**config.mk**
```make
export PLATFORM = sky130hd
export DESIGN_NAME = id_ex_stage
export DESIGN_NICKNAME = d
export VERILOG_FILES = /design/src/rtl/cpu_pkg.sv /design/src/rtl/id_ex_stage_fwd_mux.sv /design/src/rtl/id_ex_stage.sv
export SDC_FILE = /design/constraint.sdc
export NUM_CORES = 1
export LEC_CHECK = 0
export CAP_MARGIN = 0
export CORE_AREA = 3 3 121 123
export CTS_CLUSTER_SIZE = 30
export DETAILED_ROUTE_END_ITERATION = 12
export DIE_AREA = 0 0 124 126
export DONT_BUFFER_PORTS = 1
export HOLD_SLACK_MARGIN = 0.03
export PLACE_DENSITY_LB_ADDON = 0.25
export REMOVE_ABC_BUFFERS = 1
export SYNTH_ARGS = -nofsm -noshare
export SYNTH_HDL_FRONTEND = slang
export SYNTH_SLANG_ARGS = --single-unit
```
**constraint.sdc**
```tcl
create_clock -name clk -period 2.8 [get_ports clk]
set_input_delay 0.28 -clock clk [delete_from_list [all_inputs] [get_ports clk]]
set_output_delay 0.28 -clock clk [all_outputs]
set_load 0.03 [all_outputs]
```
**src/rtl/cpu_pkg.sv**
```systemverilog
// Shared CPU datapath definitions: widths, ALU operation codes and the
// register-match helper used by forwarding and hazard detection.
package cpu_pkg;

    localparam int XLEN      = 32;
    localparam int REG_IDX_W = 5;

    localparam logic [3:0] ALU_ADD = 4'b0000;
    localparam logic [3:0] ALU_SUB = 4'b0001;
    localparam logic [3:0] ALU_AND = 4'b0010;
    localparam logic [3:0] ALU_OR  = 4'b0011;
    localparam logic [3:0] ALU_SLT = 4'b0101;

    // A producer matches a source only when it writes a real register (x0 never matches).
    function automatic logic reg_hit(input logic                 wr_en,
                                     input logic [REG_IDX_W-1:0] rd,
                                     input logic [REG_IDX_W-1:0] idx);
        return wr_en && (rd != '0) && (rd == idx);
    endfunction

endpackage

```
**src/rtl/id_ex_stage_fwd_mux.sv**
```systemverilog
// Forwarding select for one ALU source: EX/MEM first, then MEM/WB,
// otherwise the register-file data captured by the ID/EX stage.
module fwd_mux
    import cpu_pkg::reg_hit;
#(
    parameter int XLEN      = 32,
    parameter int REG_IDX_W = 5
) (
    input  logic [REG_IDX_W-1:0] idx,
    input  logic [XLEN-1:0]      reg_data,
    input  logic [REG_IDX_W-1:0] exmem_rd,
    input  logic                 exmem_reg_write,
    input  logic [XLEN-1:0]      exmem_result,
    input  logic [REG_IDX_W-1:0] memwb_rd,
    input  logic                 memwb_reg_write,
    input  logic [XLEN-1:0]      memwb_result,
    output logic [XLEN-1:0]      fwd
);

    always_comb begin
        fwd = reg_data;
        if (reg_hit(exmem_reg_write, exmem_rd, idx))
            fwd = exmem_result;
        else if (reg_hit(memwb_reg_write, memwb_rd, idx))
            fwd = memwb_result;
    end

endmodule

```
**src/rtl/id_ex_stage.sv**
```systemverilog
// ID/EX pipeline register feeding the ALU, with operand forwarding,
// load-use bubble insertion, stall hold and flush.
module id_ex_stage #(
    parameter int XLEN      = 32,
    parameter int REG_IDX_W = 5
) (
    input  logic                 clk,
    input  logic                 rst,
    input  logic                 stall,
    input  logic                 flush,
    input  logic                 in_valid,
    input  logic [REG_IDX_W-1:0] rs1_idx,
    input  logic [REG_IDX_W-1:0] rs2_idx,
    input  logic [REG_IDX_W-1:0] rd_idx,
    input  logic [XLEN-1:0]      rs1_data,
    input  logic [XLEN-1:0]      rs2_data,
    input  logic [XLEN-1:0]      imm,
    input  logic [3:0]           alu_op_in,
    input  logic                 alu_src_imm,
    input  logic                 reg_write_in,
    input  logic                 mem_read_in,
    input  logic                 mem_write_in,
    input  logic [REG_IDX_W-1:0] exmem_rd,
    input  logic                 exmem_reg_write,
    input  logic [XLEN-1:0]      exmem_result,
    input  logic [REG_IDX_W-1:0] memwb_rd,
    input  logic                 memwb_reg_write,
    input  logic [XLEN-1:0]      memwb_result,
    output logic [XLEN-1:0]      alu_a,
    output logic [XLEN-1:0]      alu_b,
    output logic [3:0]           alu_op,
    output logic [XLEN-1:0]      store_data,
    output logic [REG_IDX_W-1:0] rd_out,
    output logic                 reg_write_out,
    output logic                 mem_read_out,
    output logic                 mem_write_out,
    output logic                 valid_out,
    output logic                 load_use_stall
);

    import cpu_pkg::reg_hit;

    logic                 vld_p1;
    logic [REG_IDX_W-1:0] rs1_p1, rs2_p1, rd_p1;
    logic [XLEN-1:0]      rs1_data_p1, rs2_data_p1, imm_p1;
    logic [3:0]           alu_op_p1;
    logic                 alu_src_imm_p1, reg_write_p1, mem_read_p1, mem_write_p1;
    logic [XLEN-1:0]      fwd_a, fwd_b;

    // Conservative: any instruction reading the load's destination on either port waits a cycle.
    assign load_use_stall = in_valid &&
                            (reg_hit(vld_p1 && mem_read_p1, rd_p1, rs1_idx) ||
                             reg_hit(vld_p1 && mem_read_p1, rd_p1, rs2_idx));

    // ---- decode -> execute boundary ----
    always_ff @(posedge clk) begin
        if (rst || flush || (!stall && load_use_stall)) begin
            vld_p1         <= 1'b0;
            rs1_p1         <= '0;
            rs2_p1         <= '0;
            rd_p1          <= '0;
            rs1_data_p1    <= '0;
            rs2_data_p1    <= '0;
            imm_p1         <= '0;
            alu_op_p1      <= '0;
            alu_src_imm_p1 <= 1'b0;
            reg_write_p1   <= 1'b0;
            mem_read_p1    <= 1'b0;
            mem_write_p1   <= 1'b0;
        end else if (!stall) begin
            vld_p1         <= in_valid;
            rs1_p1         <= rs1_idx;
            rs2_p1         <= rs2_idx;
            rd_p1          <= rd_idx;
            rs1_data_p1    <= rs1_data;
            rs2_data_p1    <= rs2_data;
            imm_p1         <= imm;
            alu_op_p1      <= alu_op_in;
            alu_src_imm_p1 <= alu_src_imm;
            reg_write_p1   <= reg_write_in && in_valid;
            mem_read_p1    <= mem_read_in && in_valid;
            mem_write_p1   <= mem_write_in && in_valid;
        end
    end

    fwd_mux #(.XLEN(XLEN), .REG_IDX_W(REG_IDX_W)) u_fwd_a (
        .idx             (rs1_p1),
        .reg_data        (rs1_data_p1),
        .exmem_rd        (exmem_rd),
        .exmem_reg_write (exmem_reg_write),
        .exmem_result    (exmem_result),
        .memwb_rd        (memwb_rd),
        .memwb_reg_write (memwb_reg_write),
        .memwb_result    (memwb_result),
        .fwd             (fwd_a)
    );

    fwd_mux #(.XLEN(XLEN), .REG_IDX_W(REG_IDX_W)) u_fwd_b (
        .idx             (rs2_p1),
        .reg_data        (rs2_data_p1),
        .exmem_rd        (exmem_rd),
        .exmem_reg_write (exmem_reg_write),
        .exmem_result    (exmem_result),
        .memwb_rd        (memwb_rd),
        .memwb_reg_write (memwb_reg_write),
        .memwb_result    (memwb_result),
        .fwd             (fwd_b)
    );

    assign alu_a         = fwd_a;
    assign alu_b         = alu_src_imm_p1 ? imm_p1 : fwd_b;
    assign store_data    = fwd_b;
    assign alu_op        = alu_op_p1;
    assign rd_out        = rd_p1;
    assign reg_write_out = reg_write_p1;
    assign mem_read_out  = mem_read_p1;
    assign mem_write_out = mem_write_p1;
    assign valid_out     = vld_p1;

endmodule

```
# Word level (Yosys, flattened, before mapping)
# Cells that the tools add are included.
[totals]
in_bits = 200
ff_bits = 120
out_inout_bits = 110
wordCells = 45
[classes]
n_reduce_logical = 22
n_eq_ne = 6
n_mux = 5
[op_table]
columns = ["op", "n"]
rows = [
  ["$mux W32", 5],
  ["$eq A5 B5 Y1", 6],
  ["$logic_and A1 B1 Y1", 15],
  ["$reduce_bool A5 Y1", 3],
  ["$logic_or A1 B1 Y1", 3],
  ["$logic_not A1 Y1", 1],
]

# Logic depth before layout (Yosys ltp)
[logic_depth]
ltp_word = 7
ltp_mapped = 7

# Hierarchy
# Synthesis repeated with hierarchy kept, for this count alone.
[hier_totals]
cells_unflattened = 975
area_unflattened_um2 = 7712.4
[modules_own_cells]
columns = ["module", "cells_per_inst", "seq_area_each_um2", "instances", "area_per_inst_um2"]
rows = [
  ["id_ex_stage", 605, 2402.3, 1, 5377.7],
  ["fwd_mux", 185, 0.0, 2, 1167.4],
]

# Least setup slack after synthesis
# Ideal clock, no wire load.
[synth_timing]
path_type = "input -> output"
from = "in exmem_rd[0]"
to = "out alu_b[10]"
setup_slack_ns = 0.138
path_buffers = 1
t_arrival_ns = 2.382
path_stages = 6
cell_sequence = "or4_1 -> o211ai_2 -> clkbuf_1 -> nor3_1 -> a31oi_1 -> mux2_2"
[synth_between]
elab_chain_cells = 5
word_cells_on_any_way = 6
cone_classes = "eq/ne: 1; mux: 2; reduce/logical: 3"
[synth_lines]
columns = ["element", "line_no", "rtl"]
rows = [
  ["from (decl)", "id_ex_stage.sv:23", "input logic [REG_IDX_W-1:0] exmem_rd,"],
  ["$reduce_bool A5 Y1", "cpu_pkg.sv:18", "return wr_en && (rd != '0) && (rd == idx);"],
  ["$logic_and A1 B1 Y1", "cpu_pkg.sv:18", ""],
  ["$logic_and A1 B1 Y1 (*)", "cpu_pkg.sv:18", ""],
  ["$mux W32 (*)", "id_ex_stage_fwd_mux.sv:22", "if (reg_hit(exmem_reg_write, exmem_rd, idx))"],
  ["net store_data[10]", "id_ex_stage.sv:32", "output logic [XLEN-1:0] store_data,"],
  ["$mux W32 (*)", "id_ex_stage.sv:111", "assign alu_b = alu_src_imm_p1 ? imm_p1 : fwd_b;"],
  ["to (decl)", "id_ex_stage.sv:30", "output logic [XLEN-1:0] alu_b,"],
]
# The timed path passes the listed nets; every way through them passes the cells marked *.

# Worst setup path after layout
[layout_timing]
from = "reg rs2_p1[0]"
to = "out alu_b[9]"
[layout_between]
elab_chain_cells = 5
word_cells_on_any_way = 7
cone_classes = "eq/ne: 2; mux: 3; reduce/logical: 2"
[layout_lines]
columns = ["element", "line_no", "rtl"]
rows = [
  ["from (decl)", "id_ex_stage.sv:44", "logic [REG_IDX_W-1:0] rs1_p1, rs2_p1, rd_p1;"],
  ["from (signal assigned)", "id_ex_stage.sv:73", "rs2_p1 <= rs2_idx;"],
  ["$eq A5 B5 Y1", "cpu_pkg.sv:18", ""],
  ["$logic_and A1 B1 Y1", "cpu_pkg.sv:18", ""],
  ["$mux W32", "id_ex_stage_fwd_mux.sv:24", "else if (reg_hit(memwb_reg_write, memwb_rd, idx))"],
  ["$mux W32 (*)", "id_ex_stage_fwd_mux.sv:22", ""],
  ["$mux W32 (*)", "id_ex_stage.sv:111", ""],
]
# Every way passes the cells marked *; elsewhere a longest branch is shown, timed or not.

==> flow_metrics.env <==
export IMPL_status="complete, but fails checks"
export IMPL_violations="negative setup slack"
export IMPL_wl_per_cell_microns=24.7
export IMPL_period_minus_slack_ns=2.84
export IMPL_final_area_sq_um=9230
export IMPL_yosysUniqueCellTypes=35
export IMPL_fmax_mhz=352
export IMPL_wirelength_microns=25700
export IMPL_cts_sinks=120
export IMPL_antenna_found_initial=0
export IMPL_n_fill_cell=1020
export IMPL_placed_cell_area_sq_um=7110
export IMPL_crit_arrival_ns=2.56
export IMPL_ys_flop_type="dfxtp_1"
export IMPL_slowest_delay_ns=0.63
export IMPL_via_count=6874
export IMPL_cts_tree="yes"
export IMPL_cp_slowest_cell="or4b_4"
export IMPL_drive_gt1_share_pct=25.1
export IMPL_synth_top_area_share_pct=37.2
export IMPL_clk_pin_slew_ns=0.06
export IMPL_drt_iter0_markers=743
export IMPL_cts_buffer_depth=2
export IMPL_cap_violations=0
export IMPL_synth_edf_count=0
export IMPL_area_growth_pct=42.8
export IMPL_overflow=0
export IMPL_leakage_nw=3.42
export IMPL_finalCritPeriodShare_pct=102
export IMPL_vias_per_cell=6.60
export IMPL_ios=310
export IMPL_critPathTopFamily="simple AND/OR/NAND/NOR gates"
export IMPL_hold_path_class="in2reg"
export IMPL_path_max_fanout=8
export IMPL_core_sq_um=13800
export IMPL_firstDrtPassIters=5
export IMPL_netlist_area_sq_um=6460
export IMPL_rsz0062_at_grt="true"
export IMPL_slew_headroom_pct=16.4
export IMPL_final_max_slew_viol_count=0
export IMPL_worst_slack_ns=-0.0434
export IMPL_gr_usage_all_layers_pct=30.5
export IMPL_die_h_microns=126
export IMPL_cts_root_buf="clkbuf_16"
export IMPL_startpoint_type="flop"
export IMPL_path_buf_inv=1
export IMPL_yosys_top_cells_count="dfxtp_1, a22o_1, clkbuf_1"
export IMPL_layout_nets=1050
export IMPL_syn_inst=700
export IMPL_crit_chain="xor2_4 > or4b_4 > clkbuf_16 > o31ai_2 > a31oi_1 > mux2_4"
export IMPL_end_kind="primary output"
export IMPL_critPathRequiredTime_ns=2.52
export IMPL_clock_latency_ns=0.42
export IMPL_synthArstFlopShare_pct=0
export IMPL_setup_viol=4
export IMPL_seq_area_frac_synth_pct=37.2
export IMPL_worst_slew_pin_slew_ns=1.25
export IMPL_finClkSkew_ns=0.0118
export IMPL_peakVddDrop_mv=0.399
export IMPL_h_tree_depth=4
export IMPL_ant_nets=0
export IMPL_cts_inserted_buffers=17
export IMPL_globalplace_congestion=0.868
export IMPL_drc_errors=0
export IMPL_post_synth_top_count_cell="dfxtp_1"
export IMPL_ys_warn_count=0
export IMPL_hold_violations=0
export IMPL_ys_ff_latch=120
export IMPL_port_buffers=0
export IMPL_power_density_nw_per_um2=520
export IMPL_utilization_pct=67.0
export IMPL_dieArea_sq_um=15600
export IMPL_dp_hpwl_microns=15600
export IMPL_synth_top_area_cell="dfxtp_1"
export IMPL_synth_area_per_cell_sq_um=9.24
export IMPL_grt_first_pass_wirelength_microns=37300
export IMPL_pre_cts_ws_ns=0.135
export IMPL_die_w_microns=124
export IMPL_synth_area_leaders="dfxtp_1, a22o_1, o31ai_2"
export IMPL_grt_max_degree=121
export IMPL_grt_pass1_vias=7040
export IMPL_antenna_cells=0
export IMPL_start_util_pct=46.9
export IMPL_core_rowCount=43
export IMPL_critPathKind="reg2out"
[layout make-up]
class / instances / area (sq um) / share of cell area, %
clock buffer: 20 / 447 / 4.84
tap: 180 / 225 / 2.44
multi-input combinational: 499 / 4070 / 44.1
timing repair buffer: 212 / 1970 / 21.3
sequential: 120 / 2410 / 26.2
clock inverter: 10 / 105 / 1.14
[cells by family (layout without fill, tap and decap cells)]
family | count (synthesis) | in the layout | share of synthesized area, %
mux | 63 | 63 | 10.4
buf+inv | 81 | 242 | 5.71
compound gates | 221 | 221 | 28.5
flops | 120 | 120 | 37.2
simple gates | 185 | 185 | 14.2
xor+xnor | 30 | 30 | 4.06
[routing by layer]
metal	GRT usage (%)	vias to the layer above	share of wire [%]
met5	0	-	0
met4	14.7	0	4.1
met3	8.76	88	10
met2	51.4	512	49
met1	35.1	3294	37
li1	-	2980	-
[final timing paths]
| kind | from | end | slack, ns | depth (start not counted) |
|---|---|---|---|---|
| max | rs2_p1[0] | alu_b[9] | -0.04 | 6 |
| min | reg_write_in | reg_write_out | 0.05 | 1 |
| max reg2reg | rd_out[1] | rs2_data_p1[10] | 0.45 | 6 |
| min reg2reg | rs1_data_p1[6] | rs1_data_p1[6] | 0.47 | 1 |
[power breakdown]
group	internal, W	total (W)	leakage (nW)	switching (W)
clock network	0.00131	0.00210	0.271	0.000793
logic	0.000379	0.000867	2.17	0.000488
registers	0.00177	0.00183	0.981	0.0000677
[stage by stage]
step / hold WS [ns] / setup TNS (ns) / power [W] / instances
2_1_floorplan: 0.413 / -1143.11 / 0.00231 / 619
3_3_place_gp: 0.413 / 0 / 0.00251 / 887
5_1_grt: 0.0368 / -0.773 / 0.00493 / 1041
6_report: 0.0487 / -0.0920 / 0.00480 / 1041
4_1_cts: 0.0365 / 0 / 0.00474 / 1036
3_5_place_dp: 0.416 / 0 / 0.00252 / 887
[sequential cells by signal, indices dropped and copies added, names as in the netlist, 4 cells and up]
signal,count
rd_out,5
rs2_p1,5
rs2_data_p1,32
imm_p1,32
rs1_data_p1,32
rs1_p1,5
alu_op,4
[cells in the final DEF (no fill, tap or decap), types with 3 or more instances in the layout]
| master | count |
|---|---|
| nor4_1 | 31 |
| clkinv_2 | 6 |
| a32o_1 | 3 |
| nand2_1 | 35 |
| xor2_1 | 4 |
| a31oi_1 | 24 |
| buf_12 | 4 |
| mux2_4 | 31 |
| nand3_1 | 35 |
| a31oi_2 | 7 |
| nor2_1 | 37 |
| buf_4 | 85 |
| o31ai_2 | 25 |
| a22o_1 | 117 |
| nor3_1 | 33 |
| clkbuf_16 | 18 |
| xnor2_1 | 21 |
| mux2i_1 | 32 |
| dfxtp_2 | 4 |
| dlygate4sd3_1 | 119 |
| a21oi_1 | 31 |
| xor2_4 | 4 |
| o31ai_4 | 7 |
| buf_6 | 3 |
| dfxtp_1 | 114 |
[repair_timing]
item,CTS,global route
hold buffers,119,0
resized for setup,9,62
buffers inserted,0,4
setup endpoints to repair,60,37
endpoints found under the hold margin,120,0
cloned,0,1
pin swaps,2,12
(Power assumes the default switching activity.)
